File: config.mk
export PLATFORM = sky130hd
export DESIGN_NAME = spi_master_flat
export DESIGN_NICKNAME = d
export VERILOG_FILES = /design/src/rtl/spi_pkg.sv /design/src/rtl/spi_master_if.sv /design/src/rtl/spi_clk_div.sv /design/src/rtl/spi_master.sv /design/src/flat_wrapper.sv
export SDC_FILE = /design/constraint.sdc
export NUM_CORES = 1
export LEC_CHECK = 0
export CAP_MARGIN = 20
export CELL_PAD_IN_SITES_DETAIL_PLACEMENT = 0
export CELL_PAD_IN_SITES_GLOBAL_PLACEMENT = 1
export CORE_ASPECT_RATIO = 0.9
export CORE_MARGIN = 8
export CORE_UTILIZATION = 30
export CTS_BUF_LIST = sky130_fd_sc_hd__clkbuf_8
export CTS_CLUSTER_DIAMETER = 200
export CTS_CLUSTER_SIZE = 20
export DETAILED_ROUTE_END_ITERATION = 8
export PLACE_DENSITY_LB_ADDON = 0.1
export SLEW_MARGIN = 20
export SYNTH_ARGS = -nofsm -noshare
export SYNTH_HDL_FRONTEND = slang
export SYNTH_SLANG_ARGS = --single-unit
File: constraint.sdc
create_clock -name clk -period 2.2 [get_ports clk]
set_input_delay 0.22 -clock clk [delete_from_list [all_inputs] [get_ports clk]]
set_output_delay 0.22 -clock clk [all_outputs]
set_load 0.02 [all_outputs]
File: src/rtl/spi_pkg.sv
// Shared types, default sizes and helpers for the SPI master.
package spi_pkg;

   localparam int unsigned SPI_DATA_W  = 8;
   localparam int unsigned SPI_CLK_DIV = 4;

   typedef enum logic [2:0] {
      IDLE,
      SETUP,
      HIGH,
      LOW,
      HOLD,
      DONE
   } spi_state_e;

   // Counter width able to hold 0..n-1; never narrower than one bit.
   function automatic int unsigned cnt_w(input int unsigned n);
      return (n <= 2) ? 1 : $clog2(n);
   endfunction

endpackage

File: src/rtl/spi_master_if.sv
// Parallel request/response and serial pin bundle between a host and the SPI master.
interface spi_master_if
   import spi_pkg::*;
#(
   parameter int unsigned DATA_W = SPI_DATA_W
);
   logic              start;
   logic [DATA_W-1:0] tx_data;
   logic [DATA_W-1:0] rx_data;
   logic              busy;
   logic              done;
   logic              sclk;
   logic              cs;
   logic              mosi;
   logic              miso;

   modport master (
      input  start, tx_data, miso,
      output rx_data, busy, done, sclk, cs, mosi
   );

   modport slave (
      output start, tx_data, miso,
      input  rx_data, busy, done, sclk, cs, mosi
   );
endinterface

File: src/rtl/spi_clk_div.sv
// Half-period divider: pulses tick on the last of every CLK_DIV enabled cycles.
module spi_clk_div
   import spi_pkg::*;
#(
   parameter int unsigned CLK_DIV = SPI_CLK_DIV
) (
   input  logic clk,
   input  logic reset,
   input  logic en,
   input  logic clr,
   output logic tick
);
   localparam int unsigned    CW   = cnt_w(CLK_DIV);
   localparam logic [CW-1:0]  TERM = CW'(CLK_DIV - 1);

   logic [CW-1:0] r_cnt;

   assign tick = en && (r_cnt == TERM);

   // Count while enabled, wrap on terminal count; clear has priority.
   always_ff @(posedge clk) begin
      if (!reset) begin
         r_cnt <= '0;
      end else if (clr) begin
         r_cnt <= '0;
      end else if (en) begin
         r_cnt <= tick ? '0 : r_cnt + CW'(1);
      end
   end
endmodule

File: src/rtl/spi_master.sv
// Mode-0 SPI master: one LSB-first frame per accepted start, registered outputs only.
module spi_master
   import spi_pkg::*;
#(
   parameter int unsigned DATA_W  = SPI_DATA_W,
   parameter int unsigned CLK_DIV = SPI_CLK_DIV
) (
   input  logic         clk,
   input  logic         reset,
   spi_master_if.master bus
);
   localparam int unsigned   BW   = cnt_w(DATA_W);
   localparam logic [BW-1:0] LAST = BW'(DATA_W - 1);

   spi_state_e        r_state, w_state;
   logic [DATA_W-1:0] r_tx_sr, w_tx_sr;
   logic [DATA_W-1:0] r_rx_sr, w_rx_sr;
   logic [DATA_W-1:0] r_rx_data, w_rx_data;
   logic [BW-1:0]     r_bit_cnt, w_bit_cnt;
   logic              r_sclk, w_sclk;
   logic              r_cs, w_cs;
   logic              r_mosi, w_mosi;
   logic              r_busy, w_busy;
   logic              r_done, w_done;
   logic              w_tick;
   logic              w_en;
   logic              w_clr;

   // Divider runs outside IDLE and is held at zero while idle, so SETUP starts from 0.
   assign w_en  = (r_state != IDLE);
   assign w_clr = (r_state == IDLE);

   spi_clk_div #(
      .CLK_DIV (CLK_DIV)
   ) u_clk_div (
      .clk   (clk),
      .reset (reset),
      .en    (w_en),
      .clr   (w_clr),
      .tick  (w_tick)
   );

   // State register.
   always_ff @(posedge clk) begin
      if (!reset) begin
         r_state <= IDLE;
      end else begin
         r_state <= w_state;
      end
   end

   // Next-state and next datapath/output values.
   always_comb begin
      w_state   = r_state;
      w_tx_sr   = r_tx_sr;
      w_rx_sr   = r_rx_sr;
      w_rx_data = r_rx_data;
      w_bit_cnt = r_bit_cnt;
      w_sclk    = r_sclk;
      w_cs      = r_cs;
      w_mosi    = r_mosi;
      w_busy    = r_busy;
      w_done    = r_done;

      case (r_state)
         IDLE: begin
            if (bus.start) begin
               w_tx_sr   = bus.tx_data;
               w_bit_cnt = '0;
               w_cs      = 1'b0;
               w_mosi    = bus.tx_data[0];
               w_busy    = 1'b1;
               w_state   = SETUP;
            end
         end
         SETUP: begin
            if (w_tick) begin
               w_sclk  = 1'b1;
               w_state = HIGH;
            end
         end
         HIGH: begin
            // miso is captured at the end of the sclk-high phase.
            if (w_tick) begin
               w_rx_sr = {bus.miso, r_rx_sr[DATA_W-1:1]};
               w_sclk  = 1'b0;
               w_state = LOW;
            end
         end
         LOW: begin
            if (w_tick) begin
               if (r_bit_cnt == LAST) begin
                  w_state = HOLD;
               end else begin
                  w_bit_cnt = r_bit_cnt + BW'(1);
                  w_tx_sr   = r_tx_sr >> 1;
                  w_mosi    = r_tx_sr[1];
                  w_sclk    = 1'b1;
                  w_state   = HIGH;
               end
            end
         end
         HOLD: begin
            if (w_tick) begin
               w_cs      = 1'b1;
               w_rx_data = r_rx_sr;
               w_done    = 1'b1;
               w_state   = DONE;
            end
         end
         DONE: begin
            w_done  = 1'b0;
            w_busy  = 1'b0;
            w_state = IDLE;
         end
         default: begin
            w_state = IDLE;
         end
      endcase
   end

   // Datapath and output registers.
   always_ff @(posedge clk) begin
      if (!reset) begin
         r_tx_sr   <= '0;
         r_rx_sr   <= '0;
         r_rx_data <= '0;
         r_bit_cnt <= '0;
         r_sclk    <= 1'b0;
         r_cs      <= 1'b1;
         r_mosi    <= 1'b0;
         r_busy    <= 1'b0;
         r_done    <= 1'b0;
      end else begin
         r_tx_sr   <= w_tx_sr;
         r_rx_sr   <= w_rx_sr;
         r_rx_data <= w_rx_data;
         r_bit_cnt <= w_bit_cnt;
         r_sclk    <= w_sclk;
         r_cs      <= w_cs;
         r_mosi    <= w_mosi;
         r_busy    <= w_busy;
         r_done    <= w_done;
      end
   end

   assign bus.rx_data = r_rx_data;
   assign bus.busy    = r_busy;
   assign bus.done    = r_done;
   assign bus.sclk    = r_sclk;
   assign bus.cs      = r_cs;
   assign bus.mosi    = r_mosi;
endmodule

File: src/flat_wrapper.sv
// flat-port wrapper written by rule: the top's interface ports become plain ports
module spi_master_flat import spi_pkg::*;
#(
   parameter int unsigned DATA_W  = SPI_DATA_W,
   parameter int unsigned CLK_DIV = SPI_CLK_DIV
)
  (clk, reset, bus_start, bus_tx_data, bus_miso, bus_rx_data, bus_busy, bus_done, bus_sclk, bus_cs, bus_mosi);
  spi_master_if #(.DATA_W(DATA_W)) bus_i ();
  input  logic clk;
  input  logic reset;
  input wire logic [$bits(bus_i.start)-1:0] bus_start;
  input wire logic [$bits(bus_i.tx_data)-1:0] bus_tx_data;
  input wire logic [$bits(bus_i.miso)-1:0] bus_miso;
  output wire logic [$bits(bus_i.rx_data)-1:0] bus_rx_data;
  output wire logic [$bits(bus_i.busy)-1:0] bus_busy;
  output wire logic [$bits(bus_i.done)-1:0] bus_done;
  output wire logic [$bits(bus_i.sclk)-1:0] bus_sclk;
  output wire logic [$bits(bus_i.cs)-1:0] bus_cs;
  output wire logic [$bits(bus_i.mosi)-1:0] bus_mosi;
  assign bus_i.start = bus_start;
  assign bus_i.tx_data = bus_tx_data;
  assign bus_i.miso = bus_miso;
  assign bus_rx_data = bus_i.rx_data;
  assign bus_busy = bus_i.busy;
  assign bus_done = bus_i.done;
  assign bus_sclk = bus_i.sclk;
  assign bus_cs = bus_i.cs;
  assign bus_mosi = bus_i.mosi;
  spi_master #(.DATA_W(DATA_W), .CLK_DIV(CLK_DIV)) u_core (.clk(clk), .reset(reset), .bus(bus_i));
endmodule
Yosys cells after proc, flatten, opt, wreduce, memory -nomap -nowiden
Cells that the tools add are included.
{"block": "word_totals", "register_bits": 37}
{"block": "classes", "n_addsub": 2, "eq_ne": 13, "n_mux": 30, "bitwise_logic": 1, "reduce_logical": 17}
{"cell": "3-bit two-way mux", "count": 9}
{"cell": "8-bit two-way mux", "count": 3}
{"cell": "8-bit one-hot mux with 2 select lines", "count": 1}
{"cell": "3-bit one-hot mux with 5 select lines", "count": 1}
{"cell": "2-bit inequality test (second input constant)", "count": 6}
{"cell": "5-bit AND reduction", "count": 2}
{"cell": "3-bit equality test (second input constant)", "count": 3}
{"cell": "1-bit two-way mux", "count": 9}
{"cell": "1-bit one-hot mux with 2 select lines", "count": 4}
{"cell": "2-bit AND reduction", "count": 4}
{"cell": "2-bit nonzero test", "count": 4}
{"cell": "3-bit by 2-bit equality test with 1-bit output (second input constant)", "count": 2}
{"cell": "3-bit one-hot mux with 2 select lines", "count": 1}
{"cell": "3-bit nonzero test", "count": 2}
{"cell": "4-bit AND reduction", "count": 1}
{"cell": "3-bit by 1-bit adder with 3-bit output (second input constant)", "count": 1}
{"cell": "3-bit by 1-bit equality test with 1-bit output (second input constant)", "count": 1}
{"cell": "3-bit logical NOT", "count": 1}
{"cell": "1-bit one-hot mux with 3 select lines", "count": 1}
{"cell": "3-bit AND reduction", "count": 1}
{"cell": "2-bit by 1-bit adder with 2-bit output (second input constant)", "count": 1}
{"cell": "2-bit equality test (second input constant)", "count": 1}
{"cell": "2-bit two-way mux", "count": 1}
{"cell": "2-bit OR reduction", "count": 1}
{"cell": "2 further kinds", "count": 2}

Longest topological paths before layout
{"block": "logic_depth", "ltp_word": 4, "mapped_depth": 6}

Cells and area by module
Synthesis repeated with hierarchy kept, for this count alone.
{"block": "unflattened", "cells_unflattened": 188, "hier_area_um2": 1632.8}
{"module": "spi_master", "n_inst": 1, "cells_each": 178, "area_each_um2": 1530.2, "seq_area_each_um2": 680.7}
{"module": "spi_clk_div", "n_inst": 1, "cells_each": 10, "area_each_um2": 102.6, "seq_area_each_um2": 40.0}

Worst setup path after synthesis
OpenSTA, ideal clock, no wires.
{"block": "synth_path", "path_type": "reg-to-reg", "from": "register u_core.r_bit_cnt[0]", "to": "register u_core.r_tx_sr[0]", "arrival_ps": 1356, "t_required_ps": 2114, "setup_slack_ps": 758, "path_stages_with_launch": 7, "n_path_buf": 1, "path_cell_list": "dfxtp_1 > ha_1 > ha_1 > and4b_1 > clkbuf_2 > a211oi_1 > a211oi_1"}
{"block": "synth_between", "elab_chain_len": 3}
{"item": "from (decl)", "line": "spi_master.sv:19", "source": "logic [BW-1:0] r_bit_cnt, w_bit_cnt;"}
{"item": "from (signal assigned)", "line": "spi_master.sv:138", "source": "r_bit_cnt <= w_bit_cnt;"}
{"item": "3-bit equality test", "line": "spi_master.sv:92", "source": "if (r_bit_cnt == LAST) begin"}
{"item": "2-bit inequality test (no source line)"}
{"item": "4-bit AND reduction (no source line)"}
{"item": "to (signal assigned)", "line": "spi_master.sv:135", "source": "r_tx_sr <= w_tx_sr;"}
{"item": "to (decl)", "line": "spi_master.sv:16", "source": "logic [DATA_W-1:0] r_tx_sr, w_tx_sr;"}
Every way passes these cells.
A chain may end at the register's enable or synchronous reset.

Final worst setup path
{"block": "layout_path", "from": "register u_core.u_clk_div.r_cnt[0]", "to": "register u_core.r_rx_sr[1]"}
{"block": "layout_between", "elab_chain_len": 3}
{"item": "from (decl)", "line": "spi_clk_div.sv:16", "source": "logic [CW-1:0] r_cnt;"}
{"item": "from (signal assigned)", "line": "spi_clk_div.sv:27", "source": "r_cnt <= tick ? '0 : r_cnt + CW'(1);"}
{"item": "2-bit equality test", "line": "spi_clk_div.sv:18", "source": "assign tick = en && (r_cnt == TERM);"}
{"item": "1-bit logical AND", "line": "spi_clk_div.sv:18"}
{"item": "2-bit AND reduction (no source line)"}
{"item": "to (signal assigned)", "line": "spi_master.sv:136", "source": "r_rx_sr <= w_rx_sr;"}
{"item": "to (decl)", "line": "spi_master.sv:17", "source": "logic [DATA_W-1:0] r_rx_sr, w_rx_sr;"}
Every way passes these cells.

==> results by group <==
Routing
  • Post-DRT Antenna Nets: 0
  • Iteration-0 DRC Markers: 52
  • Pre-antenna DRT Iters: 4
  • Residual DRC count: 0
  • Vias: 1,234
  • WL final: 3.61 mm
  • Routed WL per cell: 14.5 um
  • Drt via density: 4.96

Timing
  • Achievable Freq: 561 MHz
  • Minimum clock period: 1.78 ns
  • Final hold vios: 0
  • Final setup viols: 0
  • Worst Skew: 0.00864 ns
  • Hold slack: 0.437 ns
  • Worst-margin pin slew: 0.585 ns
  • Worst slew margin relative to its limit: 61.0%
  • Setup tns final: 0 ns
  • Max-slew violations: 0
  • RSZ-0062 raised after global routing: false
  • Final period util: 81.0%

Clocking
  • CTS tree: done
  • Worst-path clk slew: 0.07 ns
  • Post-CTS Hold Buffers: 0
  • Setup bufs post-CTS: 0
  • Longest Clk Path Bufs: 2
  • Max H-tree Level: 2
  • Num CTS Buffers: 5
  • Latest clock arrival within the worst-skew pair: 0.28 ns
  • Clk sinks: 36
  • Cts repair resizes: 0
  • CTS root buf: clkbuf_8

Die
  • Die Area: 8010 um2
  • Die Span Y: 85.7 um
  • FP Rows: 25
  • Starting density of the core: 31.0%
  • IO Pins: 25
  • Die W: 93.4 um
  • Core area: 5220 um2

Finish
  • Share of post-route cells with drive strength above 1: 12.1%
  • P&R area growth vs syn: 23.1%
  • Fin util: 38.2%
  • # diodes: 0
  • Final nets: 196
  • Non-Filler Instances: 249
  • Final instance area: 1990 um2

Setup path
  • Worst-path cell with the longest stage delay: ha_1
  • Crit path max-delay family: adder cells
  • CP endpoint kind: register
  • CP Class: reg2reg
  • Peak fanout along the critical path: 14
  • Crit path required time: 2.36 ns
  • Setup crit start kind: register
  • Worst Path Arrival: 1.94 ns
  • Critical path cell sequence: ha_1, nor4bb_2, buf_4, mux2i_1, nor2_1
  • Crit path largest cell delay: 0.46 ns
  • Buffers and inverters on the worst path: 1

Placed design
  • Placed cells: 241
  • Area post-placement: 1900 um2
  • Placer Congestion: 0.720
  • IO buf count: 24
  • DP HPWL: 2.44 mm

Logic synthesis
  • Distinct cells, synth: 38
  • Syn avg cell area: 10.2 um2
  • Cell Area, Synth: 1620 um2
  • Post-synthesis async set-or-reset flop share: 0%
  • #FFs+latches synth: 36
  • Synthesized instance count: 159
  • Number of synthesized flops with an enable pin: 0
  • Synthesized net count: 174
  • Primary FF master, synth: dfxtp_1
  • Synth warn: 0
  • Sequential area share after synthesis: 44.5%

Global route
  • Overflow left after global routing: 0
  • Total global-route track usage: 9.62%
  • Pin count of the biggest net entering global routing: 29
  • Antenna violations before repair: 0
  • First-pass GRT wire length: 6.07 mm
  • Vias in the first global route: 1,230

Run
  • Max-cap violations: 0

Pwr
  • VDD IR max: 0.000287 V
  • Leakage: 0.743 nW
  • Pwr dens: 640 nW/um2

Outcome
  • Status: complete, no violations

Worst hold path
  • Worst Hold Class: reg2reg
routing by layer:
| layer | track usage (%) | wire length [um] | vias to the layer above |
|---|---|---|---|
| met2 | 13.5 | 1500 | 22 |
| met1 | 12.2 | 1830 | 580 |
| met3 | 4.01 | 216 | 7 |
| met5 | 0 | 0 | - |
| li1 | - | - | 625 |
| met4 | 4.82 | 56 | 0 |
cell usage in the layout, fill, tap and decap left out, drive strengths merged:
cell type,instances
o2bb2ai,2
o211a,1
o32ai,2
mux2i,25
nand2b,1
ha,3
clkinv,2
a31oi,1
a211oi,15
nor4bb,1
nor3b,1
clkbuf,6
nor3,2
o22ai,1
and4b,1
nor2b,1
inv,3
clkdlybuf4s50,24
and4bb,1
nand3,1
nand4,1
or3b,1
a2111oi,1
nor2,18
nand4b,1
o311a,1
and3,1
a21oi,6
buf,6
dfxtp,36
nand2,7
o21bai,1
nor4b,1
o21ai,4
nand3b,3
cell usage after synthesis, drive strengths merged (2+ instances only):
library cell	instances	area share (%)
ha	3	2.3
o2bb2ai	2	1.1
nand3b	3	1.4
dfxtp	36	45
mux2i	25	15
a211oi	15	7.0
o21ai	4	1.2
nor3	2	0.62
buf	9	4.3
clkbuf	6	1.5
nor2	18	4.2
a21oi	6	2.1
o32ai	2	2.0
nand2	7	1.6
inv	3	0.70
state kept, by name (all words and copies together), names as in the netlist:
name	flops
u_core.bus.rx_data	8
u_core.bus.sclk	1
u_core.r_state	3
u_core.bus.cs	1
u_core.r_bit_cnt	3
u_core.r_tx_sr	8
u_core.bus.done	1
u_core.bus.busy	1
u_core.r_rx_sr	8
u_core.u_clk_div.r_cnt	2
per-stage QoR:
step / total power, mW / worst slack [ns]
CTS: 1.30 / 0.414
finish: 1.27 / 0.418
detailed placement: 0.807 / 0.422
floorplan: 0.761 / 0.758
global route: 1.35 / 0.246
global placement: 0.805 / 0.462
report_power, final:
group | leakage [nW] | internal [mW] | switching, mW | total, mW
Clock | 0.0510 | 0.250 | 0.234 | 0.483
Sequential | 0.293 | 0.670 | 0.0130 | 0.683
Combinational | 0.399 | 0.0568 | 0.0521 | 0.109
Total | 0.743 | 0.976 | 0.299 | 1.27
worst paths after layout:
| kind | end | start | depth (start not counted) | slack (ns) |
|---|---|---|---|---|
| setup / recovery | u_core.r_rx_sr[1] | u_core.u_clk_div.r_cnt[0] | 5 | 0.42 |
| hold reg to reg | u_core.u_clk_div.r_cnt[0] | u_core.u_clk_div.r_cnt[0] | 1 | 0.44 |
| setup reg to reg | u_core.r_rx_sr[1] | u_core.u_clk_div.r_cnt[0] | 5 | 0.42 |
| hold / removal | u_core.u_clk_div.r_cnt[0] | u_core.u_clk_div.r_cnt[0] | 1 | 0.44 |
cell families (layout without fill, tap and decap cells):
group	Yosys count	count (layout)	share of synthesized area, %
AOI/OAI and AO/OA	35	35	16.4
adders and majority gates	3	3	2.32
buffers and inverters	18	41	6.49
DFF	36	36	44.5
muxes	25	25	15.5
and+or+nand+nor	42	42	14.8
area by class of cell:
cell class / count / area [um2]
flip-flops and latches: 36 / 721
clock inverters: 2 / 10.0
well taps: 67 / 83.8
inverters: 3 / 11.3
multi-input cells: 105 / 800
repair buffers: 30 / 285
fillers: 524 / 3230
clock buffers: 6 / 82.6
(Power assumes the default switching activity.)
==> patch 1 (config.mk and constraints unchanged) <==
Change the package constant `SPI_CLK_DIV` from 4 to 6.
--- a/src/rtl/spi_pkg.sv
+++ b/src/rtl/spi_pkg.sv
@@ -4,3 +4,3 @@
    localparam int unsigned SPI_DATA_W  = 8;
-   localparam int unsigned SPI_CLK_DIV = 4;
+   localparam int unsigned SPI_CLK_DIV = 6;
 
Formal check against the unedited RTL: not equivalent (Yosys sat finds a counterexample within 10 cycles, from zero or initial values and one cycle with reset low).
==> patch 1 against the unedited design <==
  * Sequential cell count is 1 higher
  * Clock power is 6.4% lower
  * Combinational power is 8% higher
  * Die area is 1.6% higher
  * Largest power group unchanged
  * Wire length is 13% higher
  * Area after synthesis is 1.9% higher
  * Worst setup slack better by 0.037 ns
  * Final area is 1.0% higher
  * Non-clock buffer count is 3 lower
  * Synthesized cell count is 14% higher
  * Total power is 0.27% lower
  * Clock skew is 0.0015 ns lower
==> patch 1: results (changes against the unedited design) <==
stage	metric	value	unit	change
cells_and_area	fin nets	219		+12%
pwr	Sw Pwr	0.313	mW	+4.8%
global_routing	met1 GRT Util	0.134		+0.0115
min_path	hold depth	1		unchanged
pwr	Peak VDD IR	0.000228	V	-20%
setup_path	FF-to-FF Start	u_core.r_bit_cnt[0]$_SDFFE_PN0P_		
sta	Worst Clk Skew	0.00713	ns	-0.00151 ns
yosys	sequential-to-total area share from yosys stat	0.449		+0.00369
place	hpwl dp	2910	um	+19%
yosys	largest cells by area after synthesis	dfxtp_1 45%, a21oi_1 7.6%, nand3_1 6.1%, o21ai_0 4.5%, mux2i_1 4.2%		
place	Placed Instances	263		+9.1%
yosys	most frequent cells after synthesis	37 x dfxtp_1, 25 x a21oi_1, 20 x nand3_1		
yosys	Post-Synthesis Mean Instance Area	9.07	um2	-11%
outcome	outcome	completed		
route	Iter 0 DRT Violations	70		+35%
place	Final GP Congestion	0.792		+10%
setup_path	CP max-delay cell	dfxtp_1		
pwr	cell-internal power	0.958	mW	-1.8%
cells_and_area	Layout Cells excl Fill	271		+8.8%
min_path	Hold Path End	u_core.u_clk_div.r_cnt[0]$_SDFFE_PP0P_		
route	DR vias	1422		+15%
global_routing	met2 GRT Util	0.160		+0.0253
yosys	Synth Net Count	198		+14%
cells_and_area	ratio of cells with drive above 1 in the final layout	0.0784		-0.0424
setup_path	worst-path fanout max	8		-6
sta	Min Hold Slack	0.460	ns	+0.0234 ns
setup_path	CP endpoint	u_core.r_tx_sr[4]$_SDFFE_PN0P_		
place	placed instance area	1930	um2	+1.6%
pwr	Clk. pwr	0.452	mW	-6.4%
place	worst slack at placement	0.456	ns	+0.0332 ns
global_routing	pin count of the biggest net entering global routing	22		-24%
route	final wirelength	4070	um	+13%
setup_path	max incr delay on CP	0.36	ns	-0.10 ns
setup_path	cell family with most CP delay	compound AO/OA/AOI/OAI gates		
min_path	worst hold start	u_core.u_clk_div.r_cnt[0]$_SDFFE_PP0P_		
route	metal3 WL	266	um	+23%
global_routing	met3 usage	0.0363		-0.00387
global_routing	GRT Total Usage	0.107		+0.0109
pwr	combinational power	0.118	mW	+8%
==> patch 1: changes by cell type after synthesis, sizes merged, moves of 3 or more <==
cell    delta
o21ai     +15
a221oi     +7
a211oi    -14
nand3     +19
a21oi     +19
nor2       -7
mux2i     -18
o311ai     +3
==> patch 1: area by class of cell <==
| cell class | count | area, um2 | area share |
|---|---|---|---|
| multi-input cells | 129 | 820 | 0.407 |
| flip-flops and latches | 37 | 741 | 0.368 |
| repair buffers | 27 | 275 | 0.137 |
| well taps | 67 | 83.8 | 0.0416 |
| clock buffers | 5 | 68.8 | 0.0342 |
| clock inverters | 3 | 13.8 | 0.00684 |
| inverters | 3 | 11.3 | 0.00559 |
==> patch 1: logic make-up (layout without fill, tap and decap cells) <==
group           after synthesis  count (layout)  synth area share
compound gates               61              61             0.221
xor+xnor                      1               1           0.00531
fa+ha+maj                     4               4            0.0303
buf+inv                      16              38            0.0546
flops                        37              37             0.449
mux                           7               7            0.0425
simple gates                 56              56             0.197
==> patch 2 (config.mk and constraints unchanged) <==
Without the edit above. `r_tx_sr` no longer has a reset.
--- a/src/rtl/spi_master.sv
+++ b/src/rtl/spi_master.sv
@@ -124,3 +124,2 @@
       if (!reset) begin
-         r_tx_sr   <= '0;
          r_rx_sr   <= '0;
@@ -134,3 +133,2 @@
       end else begin
-         r_tx_sr   <= w_tx_sr;
          r_rx_sr   <= w_rx_sr;
@@ -146,2 +144,6 @@
 
+   always_ff @(posedge clk) begin
+      r_tx_sr <= w_tx_sr;
+   end
+
    assign bus.rx_data = r_rx_data;
Behaviour: no difference found for any inputs over 10 cycles, from zero or initial values and one cycle with reset low; that may be too few to reach the edited logic, so the function may still have changed.
==> patch 2 against the unedited design <==
  * Final area decreased by 4.1%
  * Sequential share of layout area up 5.2 points
  * Total power grew 8.5%
  * Area after synthesis shrank 7.2%
  * Worst setup slack better by 0.048 ns
  * Clock skew down 0.0063 ns
  * Critical endpoint is now u_core.r_tx_sr[6]$_DFFE_PP_
  * Sequential cell count unchanged
  * Wire length decreased by 7.7%
==> patch 2: results (changes against the unedited design) <==
stage	metric	value	unit	change
pwr	Peak VDD IR	0.000289	V	+0.76%
yosys	Synth Net Count	176		+1.1%
clocking	Post-CTS Setup Bufs	0		unchanged
route	final wirelength	3330	um	-7.7%
sta	Least-Margin Pin Slew	0.734	ns	+0.149 ns
route	DR vias	1167		-5.4%
setup_path	cell family with most CP delay	adder cells		
place	Placed Instances	244		+1.2%
place	worst slack at placement	0.346	ns	-0.0761 ns
yosys	largest cells by area after synthesis	dfxtp_1 39%, edfxtp_1 14%, nand2_1 9.2%, a21oi_1 8.0%, mux2_2 4.5%		
cells_and_area	fin nets	201		+2.6%
cells_and_area	Filler Cells Inserted	487		-7.1%
pwr	leakage power	0.666	nW	-10%
cells_and_area	ratio of cells with drive above 1 in the final layout	0.112		-0.00858
min_path	Hold WC Path Type	reg2reg		
global_routing	pin count of the biggest net entering global routing	23		-21%
min_path	worst hold start	u_core.u_clk_div.r_cnt[0]$_SDFFE_PP0P_		
yosys	yosys warns	0		unchanged
outcome	outcome	completed		
clocking	cts repair resizes	0		unchanged
global_routing	GRT Total Usage	0.0935		-0.00270
clocking	Clock Tree Buf Depth	2		unchanged
clocking	register clock-pin slew on the reported worst setup and hold paths	0.08	ns	
setup_path	worst setup path category	reg2reg		
sta	Worst Clk Skew	0.00235	ns	-0.00629 ns
clocking	Num CTS Buffers	5		unchanged
setup_path	FF-to-FF Start	u_core.r_bit_cnt[0]$_SDFFE_PN0P_		
place	hpwl dp	2270	um	-7.0%
clocking	Worst-Skew Late Latency	0.29	ns	
yosys	Synth async-reset ratio	0		unchanged
yosys	Cell variety after synth	34		-11%
cells_and_area	number of diodes	0		unchanged
global_routing	initial antenna violation count	0		unchanged
setup_path	CP Data Arrival Time	1.69	ns	-0.25 ns
route	Iter 0 DRT Violations	48		-7.7%
setup_path	worst-path fanout max	13		-1
place	IO Port Bufs	24		unchanged
global_routing	first-pass GRT wire length	5590	um	-8.0%
setup_path	CP max-delay cell	a21oi_4		
route	Vias/cell	4.63		-6.6%
yosys	most frequent cells after synthesis	37 x nand2_1, 29 x dfxtp_1, 24 x a21oi_1		
clocking	Root Buffer	clkbuf_8		
yosys	Post-Synthesis Mean Instance Area	9.33	um2	-8.3%
job	Max-cap violations	0		unchanged
setup_path	max incr delay on CP	0.39	ns	-0.07 ns
yosys	Synth Flop Type	dfxtp_1		
route	TritonRoute pass-1 iters	4		unchanged
yosys	Post-synth EDFFs	7		+7
yosys	sequential-to-total area share from yosys stat	0.526		+0.0811
clocking	CTS H-tree lvls	2		unchanged
global_routing	vias in the first global route	1107		-10%
place	Final GP Congestion	0.726		+0.86%
==> patch 2: cell types whose count changed after synthesis, sizes merged, moves of 4 or more <==
cell    unedited run  this run
nand2              7        37
mux2i             25         1
a21oi              6        25
a211oi            15         2
nor2              18         9
dfxtp             36        29
edfxtp             0         7
mux2               0         6
buf                9         5
==> patch 2: path summary, 6_finish.rpt <==
path	endpoint	slack (ns)	cells past startpoint
setup / recovery	u_core.r_tx_sr[6]$_DFFE_PP_	0.47	4
hold / removal	u_core.u_clk_div.r_cnt[0]$_SDFFE_PP0P_	0.44	1
setup reg to reg	u_core.r_tx_sr[6]$_DFFE_PP_	0.47	4
hold reg to reg	u_core.u_clk_div.r_cnt[0]$_SDFFE_PP0P_	0.44	1
==> patch 2: cells by family after synthesis <==
family,count (synthesis),synth area share
AO/OA/AOI/OAI,36,0.141
adder cells (fa/ha/maj),3,0.0250
buffers and inverters,13,0.0408
flip-flops,36,0.526
multiplexers,7,0.0516
AND/OR/NAND/NOR,66,0.216
==> patch 2: stage by stage <==
stage	utilization	instance area (um2)
4_1_cts	0.395	1910
5_1_grt	0.395	1910
3_5_place_dp	0.372	1800
6_report	0.395	1910
3_3_place_gp	0.372	1800
2_1_floorplan	-	1500
==> patch 2: area by class of cell <==
type	count	area (um2)	area share
Clock inverter	3	42.5	0.0223
Clock buffer	5	68.8	0.0360
Sequential cell	36	791	0.414
Inverter	4	15.0	0.00785
Multi-Input combinational cell	112	651	0.340
Tap cell	65	81.3	0.0425
Timing Repair Buffer	27	263	0.137
==> patch 2: power breakdown <==
group,switching [mW],total (mW),internal (mW)
Sequential,0.0125,0.702,0.690
Combinational,0.0429,0.0885,0.0456
Clock,0.257,0.592,0.335
==> patch 2: routing by layer <==
layer,routed length (um),track usage,up-vias
met5,0,0,-
met4,65,0.0498,0
met3,180,0.0369,8
met2,1390,0.129,26
met1,1690,0.121,527
li1,-,-,606
